## config.mk

```make
export PLATFORM = sky130hd
export DESIGN_NAME = wbc_toggle_bank
export DESIGN_NICKNAME = d
export VERILOG_FILES = /design/src/rtl/wbc_toggle_bank.sv
export SDC_FILE = /design/constraint.sdc
export NUM_CORES = 1
export LEC_CHECK = 0
export BUFFER_PORTS_ARGS = -buffer_cell sky130_fd_sc_hd__buf_2
export CELL_PAD_IN_SITES_DETAIL_PLACEMENT = 1
export CELL_PAD_IN_SITES_GLOBAL_PLACEMENT = 1
export CORE_MARGIN = 1
export CORE_UTILIZATION = 40
export CTS_CLUSTER_SIZE = 10
export DETAILED_ROUTE_END_ITERATION = 8
export PLACE_DENSITY_LB_ADDON = 0.2
export RECOVER_POWER = 100
export SLEW_MARGIN = 5
export SYNTH_ARGS = -nofsm -noshare
export SYNTH_HDL_FRONTEND = slang
export SYNTH_SLANG_ARGS = --single-unit
```

## constraint.sdc

```tcl
create_clock -name clk -period 3.1 [get_ports clk]
set_clock_uncertainty 0.1 [all_clocks]
set_input_delay 0.62 -clock clk [delete_from_list [all_inputs] [get_ports clk]]
set_output_delay 0.62 -clock clk [all_outputs]
set_load 0.01 [all_outputs]
```

## src/rtl/wbc_toggle_bank.sv

```systemverilog
// ----------------------------------------------------------------------------
// wbc_toggle_bank
//
// Purpose:
//   Multi-channel push-button front end. Each active-low button is
//   synchronised, debounced against the system millisecond strobe, and
//   turned into a per-channel output in level, toggle or pulse mode, plus a
//   one-clock press strobe. An optional long-press strobe is available.
//
// Optional feature:
//   WBC_TOGGLE_LONG_EN - when defined, every channel gets a hold counter that
//   produces exactly one long[i] strobe per press once the button has been
//   held LONG_MS milliseconds after acceptance. When undefined, no hold
//   counters exist and long is tied to 0.
//
// Parameters:
//   CHANNELS     number of button channels (1..16)
//   DEBOUNCE_MS  contiguous ms a new level must hold before it is accepted
//   MODE         2 bits per channel: 00 level, 01 toggle, 10 pulse, 11 level
//   INIT         reset value of out[i] for toggle-mode channels
//   LONG_MS      long-press threshold in ms
//
// Ports:
//   clk     in   system clock
//   rst     in   synchronous reset, active high
//   ena_ms  in   one-clock millisecond strobe
//   but_n   in   raw buttons, active low, asynchronous to clk
//   out     out  per-channel mode output (registered)
//   press   out  one-clock strobe on each debounced press (registered)
//   long    out  one-clock strobe on a long press (registered, or 0)
// ----------------------------------------------------------------------------
module wbc_toggle_bank #(
    parameter int                      CHANNELS    = 4,
    parameter int                      DEBOUNCE_MS = 16,
    parameter logic [2*CHANNELS-1:0]   MODE        = {CHANNELS{2'b01}},
    parameter logic [CHANNELS-1:0]     INIT        = {CHANNELS{1'b0}},
    parameter int                      LONG_MS     = 1000
) (
    input  logic                clk,
    input  logic                rst,
    input  logic                ena_ms,
    input  logic [CHANNELS-1:0] but_n,
    output logic [CHANNELS-1:0] out,
    output logic [CHANNELS-1:0] press,
    output logic [CHANNELS-1:0] long
);

    // Reject unusable configurations at elaboration time.
    if ((CHANNELS < 1) || (CHANNELS > 16)) begin : g_bad_channels
        $error("wbc_toggle_bank: CHANNELS must be 1..16");
    end
    if (DEBOUNCE_MS < 1) begin : g_bad_debounce
        $error("wbc_toggle_bank: DEBOUNCE_MS must be >= 1");
    end
    if (LONG_MS < 1) begin : g_bad_long
        $error("wbc_toggle_bank: LONG_MS must be >= 1");
    end

    // Debounce counter only ever holds 0..DEBOUNCE_MS-1 between strobes;
    // the terminal value is recognised on the increment and never stored.
    localparam int            CW       = $clog2(DEBOUNCE_MS + 1);
    localparam logic [CW-1:0] DEB_LAST = CW'(DEBOUNCE_MS - 1);

    localparam logic [1:0] MODE_LEVEL  = 2'b00;
    localparam logic [1:0] MODE_TOGGLE = 2'b01;
    localparam logic [1:0] MODE_PULSE  = 2'b10;
    localparam logic [1:0] MODE_LEVEL2 = 2'b11;

    // Mode field of one channel.
    function automatic logic [1:0] mode_of(input int ch);
        return MODE[2*ch +: 2];
    endfunction

    // Reset value of the output vector: INIT only applies to toggle channels,
    // level and pulse outputs always come out of reset low.
    function automatic logic [CHANNELS-1:0] calc_out_rst();
        logic [CHANNELS-1:0] v;
        v = {CHANNELS{1'b0}};
        for (int ch = 0; ch < CHANNELS; ch++) begin
            if (MODE[2*ch +: 2] == MODE_TOGGLE) begin
                v[ch] = INIT[ch];
            end else begin
                v[ch] = 1'b0;
            end
        end
        return v;
    endfunction

    localparam logic [CHANNELS-1:0] OUT_RST = calc_out_rst();

    // ------------------------------------------------------------------
    // State
    // ------------------------------------------------------------------
    logic [CHANNELS-1:0] sync1_q;
    logic [CHANNELS-1:0] sync2_q;
    logic [CHANNELS-1:0] stable_q;
    logic [CHANNELS-1:0] stable_d;
    logic [CW-1:0]       cnt_q [CHANNELS];
    logic [CW-1:0]       cnt_d [CHANNELS];
    logic [CHANNELS-1:0] press_q;
    logic [CHANNELS-1:0] out_q;
    logic [CHANNELS-1:0] out_d;

    logic [CHANNELS-1:0] raw_s;   // 1 = button pressed, synchronised
    logic [CHANNELS-1:0] rise_s;  // stable goes 0->1 this clock

    // Two-flop synchroniser; reset to 1 so a held button looks released
    // until it has passed through both stages again.
    always_ff @(posedge clk) begin
        if (rst) begin
            sync1_q <= {CHANNELS{1'b1}};
            sync2_q <= {CHANNELS{1'b1}};
        end else begin
            sync1_q <= but_n;
            sync2_q <= sync1_q;
        end
    end

    assign raw_s = ~sync2_q;

    // Debounce: count strobes while the input disagrees with the accepted
    // level; any agreeing clock restarts the count, even on a strobe clock.
    always_comb begin
        stable_d = stable_q;
        rise_s   = {CHANNELS{1'b0}};
        for (int ch = 0; ch < CHANNELS; ch++) begin
            cnt_d[ch] = cnt_q[ch];
            if (raw_s[ch] == stable_q[ch]) begin
                cnt_d[ch] = {CW{1'b0}};
            end else if (ena_ms) begin
                if (cnt_q[ch] == DEB_LAST) begin
                    stable_d[ch] = raw_s[ch];
                    cnt_d[ch]    = {CW{1'b0}};
                end else begin
                    cnt_d[ch] = cnt_q[ch] + CW'(1);
                end
            end else begin
                cnt_d[ch] = cnt_q[ch];
            end
            rise_s[ch] = stable_d[ch] & ~stable_q[ch];
        end
    end

    // Per-channel output selection; evaluated against the next accepted
    // level so out and press change on the same clock.
    always_comb begin
        out_d = out_q;
        for (int ch = 0; ch < CHANNELS; ch++) begin
            case (mode_of(ch))
                MODE_LEVEL:  out_d[ch] = stable_d[ch];
                MODE_TOGGLE: out_d[ch] = out_q[ch] ^ rise_s[ch];
                MODE_PULSE:  out_d[ch] = rise_s[ch];
                MODE_LEVEL2: out_d[ch] = stable_d[ch];
                default:     out_d[ch] = stable_d[ch];
            endcase
        end
    end

    // Debounce state, press strobe and mode output registers.
    always_ff @(posedge clk) begin
        if (rst) begin
            stable_q <= {CHANNELS{1'b0}};
            press_q  <= {CHANNELS{1'b0}};
            out_q    <= OUT_RST;
            for (int ch = 0; ch < CHANNELS; ch++) begin
                cnt_q[ch] <= {CW{1'b0}};
            end
        end else begin
            stable_q <= stable_d;
            press_q  <= rise_s;
            out_q    <= out_d;
            for (int ch = 0; ch < CHANNELS; ch++) begin
                cnt_q[ch] <= cnt_d[ch];
            end
        end
    end

    assign out   = out_q;
    assign press = press_q;

`ifdef WBC_TOGGLE_LONG_EN
    // ------------------------------------------------------------------
    // Long-press detection
    // ------------------------------------------------------------------
    localparam int            HW       = $clog2(LONG_MS + 1);
    localparam logic [HW-1:0] HOLD_MAX = HW'(LONG_MS);

    logic [HW-1:0]       hold_q [CHANNELS];
    logic [HW-1:0]       hold_d [CHANNELS];
    logic [CHANNELS-1:0] long_q;
    logic [CHANNELS-1:0] long_d;

    // Hold counter: cleared while released, counts strobes while the press
    // is accepted and parks at LONG_MS, so only one strobe per press.
    always_comb begin
        long_d = {CHANNELS{1'b0}};
        for (int ch = 0; ch < CHANNELS; ch++) begin
            hold_d[ch] = hold_q[ch];
            if (!stable_q[ch]) begin
                hold_d[ch] = {HW{1'b0}};
            end else if (ena_ms && (hold_q[ch] != HOLD_MAX)) begin
                hold_d[ch] = hold_q[ch] + HW'(1);
                long_d[ch] = (hold_q[ch] == (HOLD_MAX - HW'(1)));
            end else begin
                hold_d[ch] = hold_q[ch];
            end
        end
    end

    // Hold counters and long strobe register.
    always_ff @(posedge clk) begin
        if (rst) begin
            long_q <= {CHANNELS{1'b0}};
            for (int ch = 0; ch < CHANNELS; ch++) begin
                hold_q[ch] <= {HW{1'b0}};
            end
        end else begin
            long_q <= long_d;
            for (int ch = 0; ch < CHANNELS; ch++) begin
                hold_q[ch] <= hold_d[ch];
            end
        end
    end

    assign long = long_q;
`else
    assign long = {CHANNELS{1'b0}};
`endif

endmodule
```

==> impl_results.md <==
* Clock network power share at around two fifths
* Worst path slowest cell: nor4_1
* Antenna violations before repair at 0
* Wirelength per Cell at between 10 and 15 um
* DRT iter0 DRCs at 51
* CP Data Required Time at 3190 ps
* Die W at 66.04 um
* Hold crit path type: flop to flop
* Max Root-Sink Buffers at 2
* Async SR Flop Fraction at 0%
* Largest net degree at the start of global routing at 30
* Hold Crit Start: sync1_q[0]
* Kind of cell adding the most delay to the critical path: simple AND/OR/NAND/NOR gates
* Max Freq at 0.5110 GHz
* CP Data Arrival Time at 2040 ps
* Sw power at 194.8 uW
* Port bufs at 14
* Synthesized flop and latch total at 40
* Setup bufs post-CTS at 0
* ANT nets after route at 0
* FF/Latch Area at 800.8 um^2
* CORE AREA at 0.003799 mm^2
* DR vias at 1,261
* Fill count at between 400 and 500
* First drt pass iteration count at 4
* Synth warn at 0
* Least-Margin Pin Slew at around 770 ps
* Period utilization at a little over three fifths
* WL final at 3418 um
* Register area share after synthesis at 48.82%
* Ordered cell list for the critical path: buf_2, nand2_1, nor4_1, mux2_2
* Outcome: completed
* Critical Path Fanout Max at 29
* H-tree levels at 2
* Area growth from synthesis to layout at 10.14%
* Leakage at about 0.63 nW
* Nets@finish at between 150 and 200
* Min Tclk post-route at approximately 2000 ps
* Critical Path End Type: flop
* Critical path launch point: ena_ms
* DRC at 0
* Worst path max stage delay at 420 ps
* Dpl hpwl at ~2500 um
* Hold Fails Final Rpt at 0
* Skew-Pair Late Insertion Delay at 290 ps
* Number of max-slew violations in the final report at 0
* Synth Flop Type: dfxtp_1
* Part of the power in registers at between 50% and 60%
* Max_slew headroom at between 40% and 50%
* Drt via density at 5.321
* Net Sw Frac at 21.44%
* Mapped Cells at 173
* Vias in the first global route at 1,331
* Die Area at 0.004361 mm^2
* Synth top area share at roughly half
* Number of flops mapped to enable cells by yosys at 0
* I/O pin count at 19
* CTS-repair resized insts at 0
* Setup Crit Path Kind: primary input to flop
* CTS tree: yes
* Cell variety after synth at 33
* Worst-path clk slew at 70 ps
* CP Launch Type: primary input
* CTS buffer count at 5
* Max-cap viol count at 0
* Synth area leaders: dfxtp_1, xor2_1, nand3b_1, nand2_1, nor2_1
* Netlist Area Pre-Place at 0.001640 mm^2
* Congestion Overflow GR at 0
* Setup-failing EPs final at 0
* Die Span Y at around 66 um
* CTS root buf: clkbuf_8
* Synth Area per Inst at 9.482 um^2
* Share of cells above drive strength 1 at between 10 and 15%
* Unrepaired setup endpoints after global routing: false
* PD cells at between 500 and 600 mW/mm^2
* Crit path buf inv count at 1
* R2R Path Start: cnt_q[3][0]
* Pint at 713.8 uW
* Comb power frac at roughly 3.6%
* Worst IR Drop VDD at between 0.3 and 0.4 mV
* TNS Setup at 0 ps
* RePlAce Congestion at 0.7875
* Global-route wire length before repair at 6113 um
* Ant. Diodes at 0
* CTS Hold Bufs at 0
* Total track usage at between 10% and 20%
* Final Util at 47.56%
* Row cnt at 22
* Initial Util at a little over two fifths
* Area leader, netlist: dfxtp_1
* Area taken by multi-input logic gates at 793.3 um^2
* TritonCTS Sinks at 40
worst register-to-register path, stage by stage, from the launching register on:
cell and delay, ps:
dfxtp_1 380, ha_1 250, nand2_1 140, nor4_1 420, mux2_2 380
layout make-up:
cell class	count	share of cell area, %
repair buffers	14	3.255
flip-flops and latches	40	44.32
multi-input cells	126	43.91
inverters	1	0.2078
well taps	48	3.324
clock buffers	8	4.986
synth_stat cells (2+ instances only):
cell / instances
o21ai_0: 5
nor4_1: 4
nand2_1: 15
mux2_2: 2
and2_1: 2
xnor2_1: 2
nor2_1: 15
dfxtp_1: 40
nand4b_1: 3
nand3b_1: 8
nand2b_1: 8
or4_1: 2
xor2_1: 8
or2_2: 8
clkbuf_1: 3
nor2b_1: 3
o31ai_1: 2
nor3_1: 4
nand4_1: 4
ha_1: 4
or2_4: 2
a21oi_1: 8
o221a_2: 3
buf_4: 5
nand3_1: 4
a21o_2: 2
cell usage in the layout, fill, tap and decap left out:
| master | n |
|---|---|
| buf_2 | 5 |
| a21o_2 | 2 |
| conb_1 | 4 |
| mux2_2 | 2 |
| nand3b_1 | 8 |
| dfxtp_1 | 40 |
| nor3_1 | 4 |
| inv_1 | 1 |
| nand4_1 | 4 |
| ha_1 | 4 |
| and2_0 | 2 |
| clkbuf_8 | 6 |
| xor2_1 | 8 |
| nand2_1 | 15 |
| o21a_1 | 1 |
| o31ai_1 | 2 |
| o221a_2 | 3 |
| or2_2 | 8 |
| a31oi_1 | 1 |
| nand3_1 | 4 |
| a21oi_1 | 8 |
| nor2b_1 | 3 |
| nor4_1 | 4 |
| or2_4 | 2 |
| nor2_1 | 15 |
| or4_1 | 2 |
| nand2b_1 | 8 |
| xnor2_1 | 2 |
| clkbuf_1 | 11 |
| and4b_1 | 1 |
| mux2i_1 | 1 |
| nand4b_1 | 3 |
| o21ai_0 | 5 |
path summary, 6_finish.rpt:
check             slack (ps)    endpoint  depth (start not counted)
setup / recovery        1140      out[3]                          4
hold / removal           310  sync2_q[0]                          1
setup reg to reg        1330      out[3]                          4
hold reg to reg          310  sync2_q[0]                          1
stage by stage:
step / hold WS [ps] / power (mW) / area (um^2) / instances / setup slack [ps]
finish: 307.1 / 0.9085 / 1807 / 237 / 1143
global placement: 293.7 / 0.5651 / 1728 / 229 / 985.4
global route: 323.8 / 0.9488 / 1807 / 237 / 1054
floorplan: 289.5 / 0.5628 / 1652 / 176 / 1396
detailed placement: 294.9 / 0.5676 / 1728 / 229 / 841.5
CTS: 308.4 / 0.9257 / 1818 / 237 / 1154
cells by family after synthesis:
logic type | synth area share (%)
and+or+nand+nor | 28.22
DFF | 48.82
AOI/OAI and AO/OA | 8.848
xor gates and xnor gates | 5.340
buffers and inverters | 3.508
adders and majority gates | 3.051
muxes | 1.983
other | 0.2286
registers in the layout, summed over array words and instances, names as in the netlist:
signal    count
sync1_q       4
out           4
stable_q      4
sync2_q       4
press         4
cnt_q        20
power groups by stage:
| stage | combinational [mW] | sequential (mW) | clock, mW |
|---|---|---|---|
| 2_1_floorplan | 0.0292 | 0.534 | 0 |
| 3_3_place_gp | 0.0310 | 0.534 | 0 |
| 3_5_place_dp | 0.0331 | 0.535 | 0 |
| 4_1_cts | 0.0334 | 0.522 | 0.370 |
| 5_1_grt | 0.0371 | 0.523 | 0.389 |
| 6_report | 0.0328 | 0.522 | 0.353 |
per-layer routing:
layer | vias up | GRT usage [%] | wire, um
met4 | 0 | 6.383 | 57
met3 | 8 | 5.690 | 116
met5 | - | 0 | 0
met2 | 20 | 33.67 | 1721
met1 | 612 | 20.51 | 1522
li1 | 621 | - | -
No activity file was read; power rests on OpenSTA's default activity.
